===== config.mk =====
export PLATFORM = sky130hd
export DESIGN_NAME = ps2_keycode_ctrl
export DESIGN_NICKNAME = d
export VERILOG_FILES = /design/src/rtl/ps2_keycode_ctrl.sv
export SDC_FILE = /design/constraint.sdc
export NUM_CORES = 1
export LEC_CHECK = 0
export ABC_AREA = 0
export BUFFER_PORTS_ARGS = -buffer_cell sky130_fd_sc_hd__buf_2
export CAP_MARGIN = 30
export CELL_PAD_IN_SITES_DETAIL_PLACEMENT = 0
export CELL_PAD_IN_SITES_GLOBAL_PLACEMENT = 2
export CORE_ASPECT_RATIO = 1.25
export CORE_UTILIZATION = 41
export CTS_CLUSTER_SIZE = 14
export DETAILED_ROUTE_END_ITERATION = 10
export MAX_ROUTING_LAYER = met4
export PLACE_DENSITY = 0.82
export SKIP_CTS_REPAIR_TIMING = 1
export SLEW_MARGIN = 25
export SYNTH_ARGS = -nofsm -noshare
export SYNTH_HDL_FRONTEND = slang
export SYNTH_SLANG_ARGS = --single-unit

===== constraint.sdc =====
create_clock -name clk -period 4.86 [get_ports clk]
set_clock_uncertainty 0.1 [all_clocks]
set_input_delay 0.972 -clock clk [delete_from_list [all_inputs] [get_ports clk]]
set_output_delay 0.972 -clock clk [all_outputs]
set_load 0.01 [all_outputs]

===== src/rtl/ps2_keycode_ctrl.sv =====
// PS/2 Set-2 scan-code sequencer: folds E0/F0/E1 prefix sequences into single
// key events and queues them in a small first-word-fall-through event FIFO.
module ps2_keycode_ctrl #(
  parameter int FIFO_DEPTH     = 4,
  parameter int TIMEOUT_CYCLES = 50000
) (
  input  logic       clk,
  input  logic       reset,
  input  logic       byte_valid,
  input  logic [7:0] byte_data,
  input  logic       parity_ok,
  output logic       evt_valid,
  input  logic       evt_ready,
  output logic [7:0] evt_code,
  output logic       evt_break,
  output logic       evt_extended,
  output logic       overflow,
  input  logic       ovf_clear,
  output logic [7:0] drop_count
);

  localparam int TW = $clog2(TIMEOUT_CYCLES + 1);
  localparam int CW = $clog2(FIFO_DEPTH + 1);

  typedef enum logic [2:0] {
    S_IDLE,
    S_EXT,
    S_BRK,
    S_EXT_BRK,
    S_PAUSE
  } state_t;

  state_t        state, state_nxt;
  logic [2:0]    pause_cnt, pause_cnt_nxt;
  logic [TW-1:0] idle_cnt, idle_cnt_nxt;
  logic          push;
  logic [9:0]    push_data;
  logic          fsm_drop;
  logic          is_prefix;
  logic          is_ack;

  assign is_prefix = (byte_data == 8'hE0) || (byte_data == 8'hF0) || (byte_data == 8'hE1);
  assign is_ack    = (byte_data == 8'hAA) || (byte_data == 8'hFA) ||
                     (byte_data == 8'hEE) || (byte_data == 8'hFE);

  always_ff @(posedge clk) begin
    if (reset) begin
      state     <= S_IDLE;
      pause_cnt <= '0;
      idle_cnt  <= '0;
    end else begin
      state     <= state_nxt;
      pause_cnt <= pause_cnt_nxt;
      idle_cnt  <= idle_cnt_nxt;
    end
  end

  always_comb begin
    state_nxt     = state;
    pause_cnt_nxt = pause_cnt;
    idle_cnt_nxt  = idle_cnt;
    push          = 1'b0;
    push_data     = {byte_data, 1'b0, 1'b0};
    fsm_drop      = 1'b0;
    if (byte_valid) begin
      idle_cnt_nxt = '0;
      if (!parity_ok) begin
        state_nxt = S_IDLE;
        fsm_drop  = 1'b1;
      end else begin
        case (state)
          S_IDLE: begin
            if (byte_data == 8'hE0) begin
              state_nxt = S_EXT;
            end else if (byte_data == 8'hF0) begin
              state_nxt = S_BRK;
            end else if (byte_data == 8'hE1) begin
              state_nxt     = S_PAUSE;
              pause_cnt_nxt = 3'd7;
            end else if (is_ack) begin
              state_nxt = S_IDLE;
            end else if ((byte_data == 8'h00) || (byte_data == 8'hFF)) begin
              fsm_drop = 1'b1;
            end else begin
              push = 1'b1;
            end
          end
          S_EXT: begin
            if (byte_data == 8'hF0) begin
              state_nxt = S_EXT_BRK;
            end else if (byte_data != 8'hE0) begin
              push      = 1'b1;
              push_data = {byte_data, 1'b0, 1'b1};
              state_nxt = S_IDLE;
            end
          end
          S_BRK, S_EXT_BRK: begin
            state_nxt = S_IDLE;
            if (is_prefix) begin
              fsm_drop = 1'b1;
            end else begin
              push      = 1'b1;
              push_data = {byte_data, 1'b1, state == S_EXT_BRK};
            end
          end
          S_PAUSE: begin
            // The E1 sequence is eight bytes long; only its length matters.
            if (pause_cnt == 3'd1) begin
              push      = 1'b1;
              push_data = {8'hE1, 1'b0, 1'b1};
              state_nxt = S_IDLE;
            end
            pause_cnt_nxt = pause_cnt - 3'd1;
          end
          default: state_nxt = S_IDLE;
        endcase
      end
    end else if (state != S_IDLE) begin
      if (idle_cnt == TW'(TIMEOUT_CYCLES - 1)) begin
        state_nxt    = S_IDLE;
        idle_cnt_nxt = '0;
      end else begin
        idle_cnt_nxt = idle_cnt + TW'(1);
      end
    end
  end

  // Shift-register FIFO: entry 0 is the head, so the outputs come straight from flops.
  logic [9:0]    mem [FIFO_DEPTH];
  logic [CW-1:0] count, count_nxt, wr_idx;
  logic          pop, full, do_push, fifo_drop;

  assign pop       = evt_valid & evt_ready;
  assign full      = (count == CW'(FIFO_DEPTH));
  assign do_push   = push & (!full | pop);
  assign fifo_drop = push & full & !pop;
  assign wr_idx    = pop ? count - CW'(1) : count;
  assign count_nxt = count + CW'(do_push) - CW'(pop);

  assign evt_code     = mem[0][9:2];
  assign evt_break    = mem[0][1];
  assign evt_extended = mem[0][0];

  always_ff @(posedge clk) begin
    if (reset) begin
      for (int i = 0; i < FIFO_DEPTH; i++) mem[i] <= '0;
      count      <= '0;
      evt_valid  <= 1'b0;
      overflow   <= 1'b0;
      drop_count <= '0;
    end else begin
      for (int i = 0; i < FIFO_DEPTH - 1; i++) begin
        if (pop) mem[i] <= mem[i+1];
      end
      for (int i = 0; i < FIFO_DEPTH; i++) begin
        if (do_push && (wr_idx == CW'(i))) mem[i] <= push_data;
      end
      count     <= count_nxt;
      evt_valid <= (count_nxt != '0);
      if (fifo_drop) overflow <= 1'b1;
      else if (ovf_clear) overflow <= 1'b0;
      if ((fsm_drop || fifo_drop) && (drop_count != 8'hFF)) drop_count <= drop_count + 8'd1;
    end
  end

endmodule


==> results of run 1 <==
==> stage by stage <==
stage / std cells / instance area (um2) / setup slack [ns] / power [mW] / hold slack, ns
after floorplan: 415 / 4080 / 1.23 / 1.07 / 0.349
after global placement: 558 / 4310 / 0.800 / 1.16 / 0.361
after detailed placement: 558 / 4310 / 0.713 / 1.16 / 0.371
after CTS: 574 / 4570 / 1.03 / 1.76 / 0.379
after global routing: 575 / 4570 / 0.789 / 1.84 / 0.435
final: 575 / 4570 / 1.04 / 1.74 / 0.382
==> registers in the layout, indices dropped and copies added (netlist names) <==
register / count
count: 3
drop_count: 8
evt_valid: 1
idle_cnt: 16
mem: 40
overflow: 1
pause_cnt: 3
state: 3
==> where the power goes <==
part	internal, mW	switching (mW)
Sequential	0.757	0.0450
Clock	0.345	0.246
Combinational	0.134	0.214
==> per-layer routing <==
layer  GRT usage, %  vias up  share of wire, %
li1               -     1595                 -
met1           21.5     1496                43
met2           34.1       66                51
met3           2.93       14               3.0
met4           10.4        0               2.6
met5              -        -                 0
==> cell usage after synthesis, types with 3 or more instances <==
| cell type | instances |
|---|---|
| sky130_fd_sc_hd__nand4_1 | 6 |
| sky130_fd_sc_hd__clkbuf_1 | 5 |
| sky130_fd_sc_hd__nand2b_1 | 6 |
| sky130_fd_sc_hd__and3_1 | 3 |
| sky130_fd_sc_hd__nor2b_1 | 10 |
| sky130_fd_sc_hd__buf_4 | 3 |
| sky130_fd_sc_hd__nand3_1 | 17 |
| sky130_fd_sc_hd__or3_1 | 4 |
| sky130_fd_sc_hd__nand2_1 | 52 |
| sky130_fd_sc_hd__o22ai_1 | 19 |
| sky130_fd_sc_hd__nor2_1 | 51 |
| sky130_fd_sc_hd__a2bb2o_1 | 6 |
| sky130_fd_sc_hd__a21oi_1 | 17 |
| sky130_fd_sc_hd__nor3_1 | 3 |
| sky130_fd_sc_hd__ha_1 | 7 |
| sky130_fd_sc_hd__o21ai_2 | 3 |
| sky130_fd_sc_hd__inv_1 | 8 |
| sky130_fd_sc_hd__a22oi_1 | 3 |
| sky130_fd_sc_hd__edfxtp_1 | 40 |
| sky130_fd_sc_hd__a31oi_1 | 4 |
| sky130_fd_sc_hd__o21ai_0 | 7 |
| sky130_fd_sc_hd__o2bb2ai_1 | 5 |
| sky130_fd_sc_hd__a211o_1 | 3 |
| sky130_fd_sc_hd__xnor2_1 | 4 |
| sky130_fd_sc_hd__buf_2 | 7 |
| sky130_fd_sc_hd__mux2_2 | 6 |
| sky130_fd_sc_hd__a211oi_1 | 3 |
| sky130_fd_sc_hd__o211ai_1 | 5 |
| sky130_fd_sc_hd__and2_1 | 6 |
| sky130_fd_sc_hd__a21o_1 | 4 |
| sky130_fd_sc_hd__nand3_2 | 3 |
| sky130_fd_sc_hd__dfxtp_1 | 35 |
| sky130_fd_sc_hd__and4_1 | 5 |
| sky130_fd_sc_hd__xor2_1 | 12 |
==> final cells by class <==
cell class,instances,share of cell area [%]
Antenna cell,1,0.0547
Clock buffer,13,5.25
Clock inverter,3,0.383
Inverter,8,0.657
Multi-Input combinational cell,313,44.5
Sequential cell,75,41.6
Tap cell,126,3.45
Timing Repair Buffer,36,4.11
==> worst max-delay path: stages <==
cell and delay, ns:
sky130_fd_sc_hd__buf_2 0.15, sky130_fd_sc_hd__and3_1 0.18, sky130_fd_sc_hd__a311oi_1 0.43, sky130_fd_sc_hd__or2_2 0.24, sky130_fd_sc_hd__a21o_1 0.38, sky130_fd_sc_hd__nor2b_1 0.32
sky130_fd_sc_hd__mux2i_1 0.22, sky130_fd_sc_hd__ha_1 0.16, sky130_fd_sc_hd__inv_1 0.05, sky130_fd_sc_hd__fa_1 0.36, sky130_fd_sc_hd__xor2_1 0.16, sky130_fd_sc_hd__xnor2_1 0.20
sky130_fd_sc_hd__a31oi_1 0.10
==> kinds of logic after synthesis <==
logic type               count (synthesis)  share of synthesized area [%]
multiplexers                             9                           2.42
flip-flops                              75                           46.6
buffers and inverters                   27                           3.50
XOR/XNOR                                16                           3.44
adder cells (fa/ha/maj)                  8                           2.64
AO/OA/AOI/OAI                           96                           18.3
AND/OR/NAND/NOR                        184                           23.1
==> worst paths after layout <==
kind | end | cells past startpoint | start
hold / removal | idle_cnt[1] | 2 | idle_cnt[1]
setup reg to reg | evt_valid | 12 | state[1]
hold reg to reg | idle_cnt[1] | 2 | idle_cnt[1]
setup / recovery | evt_valid | 13 | byte_data[6]
==> impl_metrics.yaml, run 1 <==
power_and_ir_drop:
  peakVddDrop_mv: 0.226
  cellPowerDensity_nw_per_um2: 381
  total_leakage_power_nw: 1.70
synthesis:
  synth_edf_count: 40
  synth.lib_cells_used.distinct: 68
  synth.cell_area_um2: 4080
  async_flop_share_pct: 0
  yosys_warning_count: 0
  synthesis.area_per_instance_um2: 9.83
  synthFlopType: "sky130_fd_sc_hd__edfxtp_1"
  synth_cells: 415
  mapped_nets: 437
  synth_area_leaders: "sky130_fd_sc_hd__edfxtp_1 (29%), sky130_fd_sc_hd__dfxtp_1 (17%), sky130_fd_sc_hd__nand2_1 (4.8%), sky130_fd_sc_hd__nor2_1 (4.7%), sky130_fd_sc_hd__o22ai_1 (2.9%)"
  synth_sequential_area_ratio_pct: 46.6
  post-synth-top-area-fraction_pct: 29.4
  synth_top_cell_by_area: "sky130_fd_sc_hd__edfxtp_1"
  synth.ff_latch_count: 75
route:
  wl_per_cell_um: 15.9
  drt-pass1-iter-count: 4
  route.detailed.drc: 0
  final_antenna_net_count: 0
  post_drt_via_cell_ratio: 5.51
  vias: 3171
  drt_first_iter_violations: 121
  postRouteWirelength_um: 9160
cells_and_area:
  sequential_area_um2: 1900
  layout_common_cells: "sky130_fd_sc_hd__nand2_1 (52), sky130_fd_sc_hd__nor2_1 (51), sky130_fd_sc_hd__edfxtp_1 (40), sky130_fd_sc_hd__dfxtp_1 (35), sky130_fd_sc_hd__buf_2 (33)"
  finish.utilization_pct: 47.3
  fin_nets: 465
  share_of_layout_cells_above_drive_strength_1_pct: 16.5
  fillerInstances: 960
  multi_input_gate_area_in_the_final_layout_um2: 2030
  layout.cells.most_common: "sky130_fd_sc_hd__nand2_1"
  area_growth_pct: 12.1
sta:
  final_number_of_max_transition_violations: 0
  fin_tns_setup_ns: 0
  final-hold-violation-count: 0
  final-setup-viol-count: 0
  layout_worst_path_cycle_share_pct: 78.5
  rsz0062_at_grt: "no"
  relSlewSlack_pct: 57.4
  measured_slew_at_the_worst_slew_check_pin_ns: 0.637
  clock.fmax_mhz: 262
  min_period_ns: 3.82
clock_network:
  clock_latency_reported_for_the_late_side_of_the_worst_skew_pair_ns: 0.33
  cts_inserted_buffers: 9
  clkTransAtPathRegs_ns: 0.06
  cts.root.buffer_cell: "sky130_fd_sc_hd__clkbuf_16"
  clock_tree_from_tritoncts: "built"
  clk_path_buf_depth: 2
  clock-sinks: 75
  cts_htree_levels: 3
worst_setup_path:
  worst_setup_path_end_kind: "register"
  crit_path_start_kind: "input pin"
  critPathArrivalTime_ns: 3.92
  crit_fanout: 8
  required_ns: 4.97
  setup.worst_path.class: "in -> reg"
  reg2reg_setup_slack_ns: 1.26
status:
  outcome: "finished, final reports clean"
hold_path:
  worst_hold_path_type: "reg -> reg"
global_route:
  grt_pass1_wl_um: 15200
  first_global_vias: 3073
  grt_use_total_pct: 19.5
  antenna_found_initial: 1
  grt_start_max_net_pins: 33
  grt-ovfl-total: 0
floorplanning:
  die_width_um: 91.2
  fp-row-count: 40
  pin_count: 34
  initial_utilization_pct: 42.2
  die_area_um2: 10400
  core_area_um2: 9660
  die_h_um: 114
run:
  maxCapViolations: 0
placement:
  dp_hpwl_um: 6870
  buffer_ports.inserted: 33
  globalplace.congestion: 0.827
No activity file was read; power rests on OpenSTA's default activity.
==> inputs of run 2 (changes only) <==
--- a/config.mk
+++ b/config.mk
@@ -5,17 +5,17 @@
 export SDC_FILE = /design/constraint.sdc
 export NUM_CORES = 1
 export LEC_CHECK = 0
-export ABC_AREA = 0
+export ABC_AREA = 1
 export BUFFER_PORTS_ARGS = -buffer_cell sky130_fd_sc_hd__buf_2
 export CAP_MARGIN = 30
 export CELL_PAD_IN_SITES_DETAIL_PLACEMENT = 0
 export CELL_PAD_IN_SITES_GLOBAL_PLACEMENT = 2
 export CORE_ASPECT_RATIO = 1.25
-export CORE_UTILIZATION = 41
+export CORE_UTILIZATION = 32
 export CTS_CLUSTER_SIZE = 14
 export DETAILED_ROUTE_END_ITERATION = 10
 export MAX_ROUTING_LAYER = met4
-export PLACE_DENSITY = 0.82
+export PLACE_DENSITY = 0.73
 export SKIP_CTS_REPAIR_TIMING = 1
 export SLEW_MARGIN = 25
 export SYNTH_ARGS = -nofsm -noshare
==> constraint.sdc (replaced) <==
create_clock -name clk -period 3.2 [get_ports clk]
set_clock_uncertainty 0.1 [all_clocks]
set_input_delay 0.64 -clock clk [delete_from_list [all_inputs] [get_ports clk]]
set_output_delay 0.64 -clock clk [all_outputs]
set_load 0.01 [all_outputs]
==> impl_metrics.yaml, run 2 <==
status:
  outcome: "finished, final reports clean"
power_and_ir_drop:
  cellPowerDensity_nw_per_um2: 575
  total_chip_power_mw: 2.83
  peakVddDrop_mv: 0.206
  seq_power_share_pct: 41.5
  clkPwrFrac_pct: 37.0
  comb_power_share_pct: 21.5
  intPower_mw: 1.99
  power_switching_share_pct: 29.6
  total_leakage_power_nw: 2.21
  net_load_switching_power_mw: 0.838
clock_network:
  clk_path_buf_depth: 2
  clkTransAtPathRegs_ns: 0.06
  cts_htree_levels: 3
  clock_tree_from_tritoncts: "built"
  clock_latency_reported_for_the_late_side_of_the_worst_skew_pair_ns: 0.34
  cts_inserted_buffers: 9
  clock-sinks: 75
  cts.root.buffer_cell: "sky130_fd_sc_hd__clkbuf_16"
sta:
  finalWorstSetupSlack_ns: 0.389
  clock.fmax_mhz: 356
  final_number_of_max_transition_violations: 0
  min_period_ns: 2.81
  rsz0062_at_grt: "no"
  relSlewSlack_pct: 62.3
  measured_slew_at_the_worst_slew_check_pin_ns: 0.563
  final-hold-violation-count: 0
  final-setup-viol-count: 0
  layout_worst_path_cycle_share_pct: 87.8
worst_setup_path:
  required_ns: 3.34
  setup.worst_path.end: "evt_valid"
  worst_setup_path_end_kind: "register"
  reg2reg_to: "evt_valid"
  crit_fanout: 4
  critPathArrivalTime_ns: 2.95
  worst_reg_to_reg_path_cell_count: 16
  setup.worst_path.class: "in -> reg"
  reg2reg_setup_slack_ns: 0.43
  reg2reg_from: "count[1]"
  crit_path_start_kind: "input pin"
  timing.critical_path.from: "byte_data[6]"
global_route:
  grt-ovfl-total: 0
  grt_start_max_net_pins: 31
  antenna_found_initial: 1
  first_global_vias: 3315
  grt_pass1_wl_um: 16300
  grt_use_total_pct: 15.9
route:
  route.detailed.drc: 0
  postRouteWirelength_um: 9410
  drt_first_iter_violations: 94
  wl_per_cell_um: 12.6
  drt-pass1-iter-count: 4
  vias: 3382
  post_drt_via_cell_ratio: 4.53
  final_antenna_net_count: 0
cells_and_area:
  fillerInstances: 1381
  area_growth_pct: 16.9
  sequential_area_um2: 1900
  largestRegisters: "mem x40, idle_cnt x16, drop_count x8"
  layout.cells.most_common: "sky130_fd_sc_hd__nand2_1"
  fin_nets: 594
  share_of_layout_cells_above_drive_strength_1_pct: 19.1
  max_flop_register: "mem"
  multi_input_gate_area_in_the_final_layout_um2: 1980
  layout_common_cells: "sky130_fd_sc_hd__nand2_1 (131), sky130_fd_sc_hd__nor2_1 (78), sky130_fd_sc_hd__inv_1 (60), sky130_fd_sc_hd__edfxtp_1 (40), sky130_fd_sc_hd__dfxtp_1 (35)"
  finish.utilization_pct: 38.5
  largest_reg_flops: 40
placement:
  globalplace.congestion: 0.788
  buffer_ports.inserted: 33
  dp_hpwl_um: 7120
  placement_setup_slack_ns: -0.0132
synthesis:
  synth_top_cell_by_area: "sky130_fd_sc_hd__edfxtp_1"
  synth.ff_latch_count: 75
  async_flop_share_pct: 0
  synth_cells: 526
  synth.lib_cells_used.distinct: 41
  synth.cell_area_um2: 4210
  mapped_nets: 548
  yosys_warning_count: 0
  synth.top_cells.by_count: "sky130_fd_sc_hd__nand2_1 (131), sky130_fd_sc_hd__nor2_1 (78), sky130_fd_sc_hd__inv_1 (60)"
  synthesis.area_per_instance_um2: 7.99
  post-synth-top-area-fraction_pct: 28.6
  synth_area_leaders: "sky130_fd_sc_hd__edfxtp_1 (29%), sky130_fd_sc_hd__dfxtp_1 (17%), sky130_fd_sc_hd__nand2_1 (12%), sky130_fd_sc_hd__nor2_1 (7.0%), sky130_fd_sc_hd__inv_1 (5.4%)"
  synth_edf_count: 40
  yosysMostFrequentCell: "sky130_fd_sc_hd__nand2_1"
  synthFlopType: "sky130_fd_sc_hd__edfxtp_1"
  synth_sequential_area_ratio_pct: 45.2
hold_path:
  worst_hold_path_type: "reg -> reg"
  worst_hold_path.num_cells: 2
floorplanning:
  die_h_um: 130
  fp-row-count: 46
  initial_utilization_pct: 32.9
  die_area_um2: 13600
  pin_count: 34
  core_area_um2: 12800
  die_width_um: 105
run:
  maxCapViolations: 0
[run 2: cell count changes after synthesis, moves of 7 or more]
cell,delta
sky130_fd_sc_hd__o21ai_0,+7
sky130_fd_sc_hd__nand2_1,+79
sky130_fd_sc_hd__nor2b_1,-10
sky130_fd_sc_hd__inv_1,+52
sky130_fd_sc_hd__nor2_2,+7
sky130_fd_sc_hd__nand3_2,+11
sky130_fd_sc_hd__o22ai_1,-19
sky130_fd_sc_hd__o21ai_1,+11
sky130_fd_sc_hd__nor2_1,+27
sky130_fd_sc_hd__nand3_1,+17
[run 2: final cells by class]
class                   instances  share of cell area, %
repair buffers                 45                   5.45
clock buffers                  12                   5.29
well taps                     168                   4.27
multi-input cells             376                   40.2
inverters                      65                   5.06
clock inverters                 4                  0.967
flip-flops and latches         75                   38.7
diodes                          1                 0.0509
[run 2: routing by layer]
metal	routed length, um	vias up	track usage, %
met5	0	-	-
met4	203	0	8.07
met3	220	11	2.45
met2	4660	37	27.5
met1	4330	1534	17.9
li1	-	1800	-
[run 2: worst max-delay path: stages]
cell and delay (ns):
sky130_fd_sc_hd__buf_2 0.11, sky130_fd_sc_hd__nand2_1 0.13, sky130_fd_sc_hd__nor2_2 0.15, sky130_fd_sc_hd__nand3_2 0.12
sky130_fd_sc_hd__nand2_2 0.09, sky130_fd_sc_hd__nand2_1 0.06, sky130_fd_sc_hd__nor2_2 0.15, sky130_fd_sc_hd__nand2_4 0.07
sky130_fd_sc_hd__nand2_4 0.08, sky130_fd_sc_hd__inv_1 0.05, sky130_fd_sc_hd__o21ai_0 0.15, sky130_fd_sc_hd__ha_1 0.16
sky130_fd_sc_hd__inv_1 0.04, sky130_fd_sc_hd__fa_1 0.37, sky130_fd_sc_hd__xnor2_1 0.18, sky130_fd_sc_hd__xor2_1 0.19
sky130_fd_sc_hd__nand3_1 0.09, sky130_fd_sc_hd__nand2_1 0.06, sky130_fd_sc_hd__inv_1 0.04
[run 2: kinds of logic (layout without fill, tap and decap cells)]
logic type	count (synthesis)	count (layout)	share of synthesized area [%]
compound gates	50	50	6.34
other cells	0	1	0
simple gates	307	307	35.9
flops	75	75	45.2
xor+xnor	11	11	2.29
fa+ha+maj	8	8	2.56
buf+inv	75	126	7.74
[run 2: power by group through the flow]
stage                     combinational, mW  clock, mW  sequential, mW
final                                 0.608       1.05            1.17
after global routing                  0.692       1.12            1.18
after CTS                             0.620       1.09            1.18
after detailed placement              0.619          0            1.20
after global placement                0.618          0            1.19
after floorplan                       0.439          0            1.21
[run 2: worst min path at each step]
stage                       from           end  slack (ns)
global placement        overflow      overflow        0.35
CTS                     overflow      overflow        0.36
detailed placement      overflow      overflow        0.35
finish                  overflow      overflow        0.36
global route            overflow      overflow        0.39
floorplan           idle_cnt[15]  idle_cnt[15]        0.34
[run 2: through the flow]
| step | hold WS, ns | cells | setup TNS [ns] | cell area, um2 |
|---|---|---|---|---|
| 6_report | 0.360 | 746 | 0 | 4920 |
| 5_1_grt | 0.386 | 746 | 0 | 4920 |
| 4_1_cts | 0.363 | 745 | 0 | 4910 |
| 3_5_place_dp | 0.353 | 729 | -0.0132 | 4610 |
| 3_3_place_gp | 0.349 | 729 | 0 | 4610 |
| 2_1_floorplan | 0.339 | 526 | 0 | 4210 |
==> inputs of run 3 (changes only) <==
--- a/config.mk
+++ b/config.mk
@@ -5,17 +5,16 @@
 export SDC_FILE = /design/constraint.sdc
 export NUM_CORES = 1
 export LEC_CHECK = 0
-export ABC_AREA = 1
 export BUFFER_PORTS_ARGS = -buffer_cell sky130_fd_sc_hd__buf_2
 export CAP_MARGIN = 30
 export CELL_PAD_IN_SITES_DETAIL_PLACEMENT = 0
 export CELL_PAD_IN_SITES_GLOBAL_PLACEMENT = 2
 export CORE_ASPECT_RATIO = 1.25
-export CORE_UTILIZATION = 32
+export CORE_UTILIZATION = 35
 export CTS_CLUSTER_SIZE = 14
 export DETAILED_ROUTE_END_ITERATION = 10
 export MAX_ROUTING_LAYER = met4
-export PLACE_DENSITY = 0.73
+export PLACE_DENSITY = 0.74
 export SKIP_CTS_REPAIR_TIMING = 1
 export SLEW_MARGIN = 25
 export SYNTH_ARGS = -nofsm -noshare
==> impl_metrics.yaml, run 3 (synthesized netlist as in run 1, its figures left out) <==
global_route:
  antenna_found_initial: 0
  grt_use_total_pct: 18.2
  first_global_vias: 3326
  grt_pass1_wl_um: 16500
  grt_start_max_net_pins: 33
  grt-ovfl-total: 0
route:
  vias: 3245
  post_drt_via_cell_ratio: 5.35
  wl_per_cell_um: 16.0
  postRouteWirelength_um: 9730
  drt_first_iter_violations: 169
  drt-pass1-iter-count: 4
  final_antenna_net_count: 0
  route.detailed.drc: 0
sta:
  finalWorstSetupSlack_ns: 0.250
  min_period_ns: 2.95
  clock.fmax_mhz: 339
  rsz0062_at_grt: "no"
  final-hold-violation-count: 0
  final-setup-viol-count: 0
  relSlewSlack_pct: 55.3
  measured_slew_at_the_worst_slew_check_pin_ns: 0.670
  final_number_of_max_transition_violations: 0
  layout_worst_path_cycle_share_pct: 92.2
cells_and_area:
  fin_nets: 490
  diodes: 0
  finish.instance_area_um2: 4870
  area_growth_pct: 19.4
  fillerInstances: 1118
  layout_common_cells: "sky130_fd_sc_hd__nand2_1 (51), sky130_fd_sc_hd__nor2_1 (51), sky130_fd_sc_hd__edfxtp_1 (40), sky130_fd_sc_hd__dfxtp_1 (35), sky130_fd_sc_hd__buf_2 (33)"
  sequential_area_um2: 1900
  largest_reg_flops: 40
  share_of_layout_cells_above_drive_strength_1_pct: 23.7
  largestRegisters: "mem x40, idle_cnt x16, drop_count x8"
  multi_input_gate_area_in_the_final_layout_um2: 2080
  finish.utilization_pct: 43.3
  max_flop_register: "mem"
placement:
  dp_hpwl_um: 7230
  placement_setup_slack_ns: -0.0471
  globalplace.congestion: 0.793
  buffer_ports.inserted: 33
  placedInstanceArea_um2: 4550
status:
  outcome: "finished, final reports clean"
worst_setup_path:
  crit_path_start_kind: "register"
  timing.critical_path.cells: "nand4bb_1, a21oi_1, or2_2, a21o_1, nor2b_2, mux2i_1, ha_2, inv_1, fa_2, xor2_1, xnor2_1, a31oi_1"
  crit_fanout: 13
  worst_setup_path_end_kind: "register"
  required_ns: 3.32
  critPathArrivalTime_ns: 3.07
  max_stage_delay_ns: 0.62
  path_buf_inv: 1
  cell_family_with_most_cp_delay: "flip-flops"
  critical_path_cell_count: 12
  cp_slowest_cell: "sky130_fd_sc_hd__dfxtp_1"
  setup.worst_path.class: "reg -> reg"
  worst_reg_to_reg_path_cell_count: 12
clock_network:
  clk_path_buf_depth: 2
  cts.root.buffer_cell: "sky130_fd_sc_hd__clkbuf_16"
  cts_htree_levels: 3
  clock_latency_reported_for_the_late_side_of_the_worst_skew_pair_ns: 0.34
  cts_inserted_buffers: 9
  clkTransAtPathRegs_ns: 0.06
  clock_tree_from_tritoncts: "built"
  clock-sinks: 75
hold_path:
  worst_hold_path.num_cells: 2
  worst_hold_path_type: "reg -> reg"
floorplanning:
  die_area_um2: 12100
  core_area_um2: 11200
  pin_count: 34
  die_width_um: 98.6
  initial_utilization_pct: 36.3
  die_h_um: 123
  fp-row-count: 43
power_and_ir_drop:
  power_switching_share_pct: 28.8
  seq_power_share_pct: 42.3
  net_load_switching_power_mw: 0.829
  peakVddDrop_mv: 0.273
  total_chip_power_mw: 2.88
  comb_power_share_pct: 19.6
  clkPwrFrac_pct: 38.1
  intPower_mw: 2.05
  total_leakage_power_nw: 1.86
  cellPowerDensity_nw_per_um2: 592
run:
  maxCapViolations: 0
==> run 3: cell types whose count changed in the layout (fill, tap and decap cells not counted), sizes merged, moves of 16 or more <==
cell / change
inv: -55
nand2: -91
nor2: -37
o21ai: -16
buf: +16
o22ai: +19
nand3: -28
==> run 3: cell type report <==
| type | count | share of cell area, % |
|---|---|---|
| Multi-Input combinational cell | 313 | 42.7 |
| Sequential cell | 75 | 39.1 |
| Timing Repair Buffer | 61 | 7.71 |
| Clock buffer | 9 | 4.63 |
| Tap cell | 135 | 3.47 |
| Clock inverter | 6 | 1.85 |
| Inverter | 8 | 0.617 |
==> run 3: through the flow <==
| stage | setup TNS, ns | hold WS [ns] | instances |
|---|---|---|---|
| 2_1_floorplan | 0 | 0.349 | 415 |
| 3_3_place_gp | -0.0275 | 0.362 | 592 |
| 3_5_place_dp | -0.0471 | 0.368 | 592 |
| 4_1_cts | 0 | 0.376 | 607 |
| 5_1_grt | 0 | 0.417 | 607 |
| 6_report | 0 | 0.372 | 607 |
==> run 3: worst register-to-register path: stages (launching register included) <==
cell and delay (ns):
sky130_fd_sc_hd__dfxtp_1 0.62, sky130_fd_sc_hd__nand4bb_1 0.20, sky130_fd_sc_hd__a21oi_1 0.24, sky130_fd_sc_hd__or2_2 0.16, sky130_fd_sc_hd__a21o_1 0.10, sky130_fd_sc_hd__nor2b_2 0.18, sky130_fd_sc_hd__mux2i_1 0.21, sky130_fd_sc_hd__ha_2 0.18
sky130_fd_sc_hd__inv_1 0.04, sky130_fd_sc_hd__fa_2 0.33, sky130_fd_sc_hd__xor2_1 0.15, sky130_fd_sc_hd__xnor2_1 0.21, sky130_fd_sc_hd__a31oi_1 0.11
==> run 3: path summary, 6_finish.rpt <==
path                                   from          end  slack (ns)
worst min-delay path            idle_cnt[1]  idle_cnt[1]        0.37
worst min register to register  idle_cnt[1]  idle_cnt[1]        0.37
worst max-delay path               state[2]    evt_valid        0.25
worst max register to register     state[2]    evt_valid        0.25
==> run 3: routing by layer <==
metal | up-vias | wire length [um] | GRT usage, %
li1 | 1636 | - | -
met4 | 0 | 332 | 10.1
met2 | 42 | 4720 | 29.8
met1 | 1552 | 4430 | 21.2
met3 | 15 | 246 | 3.47
met5 | - | 0 | -
==> run 3: power by group through the flow <==
stage | Combinational (mW) | Clock [mW] | Sequential, mW
2_1_floorplan | 0.398 | 0 | 1.24
6_report | 0.564 | 1.10 | 1.22
5_1_grt | 0.634 | 1.16 | 1.23
4_1_cts | 0.570 | 1.12 | 1.22
3_3_place_gp | 0.559 | 0 | 1.24
3_5_place_dp | 0.566 | 0 | 1.24
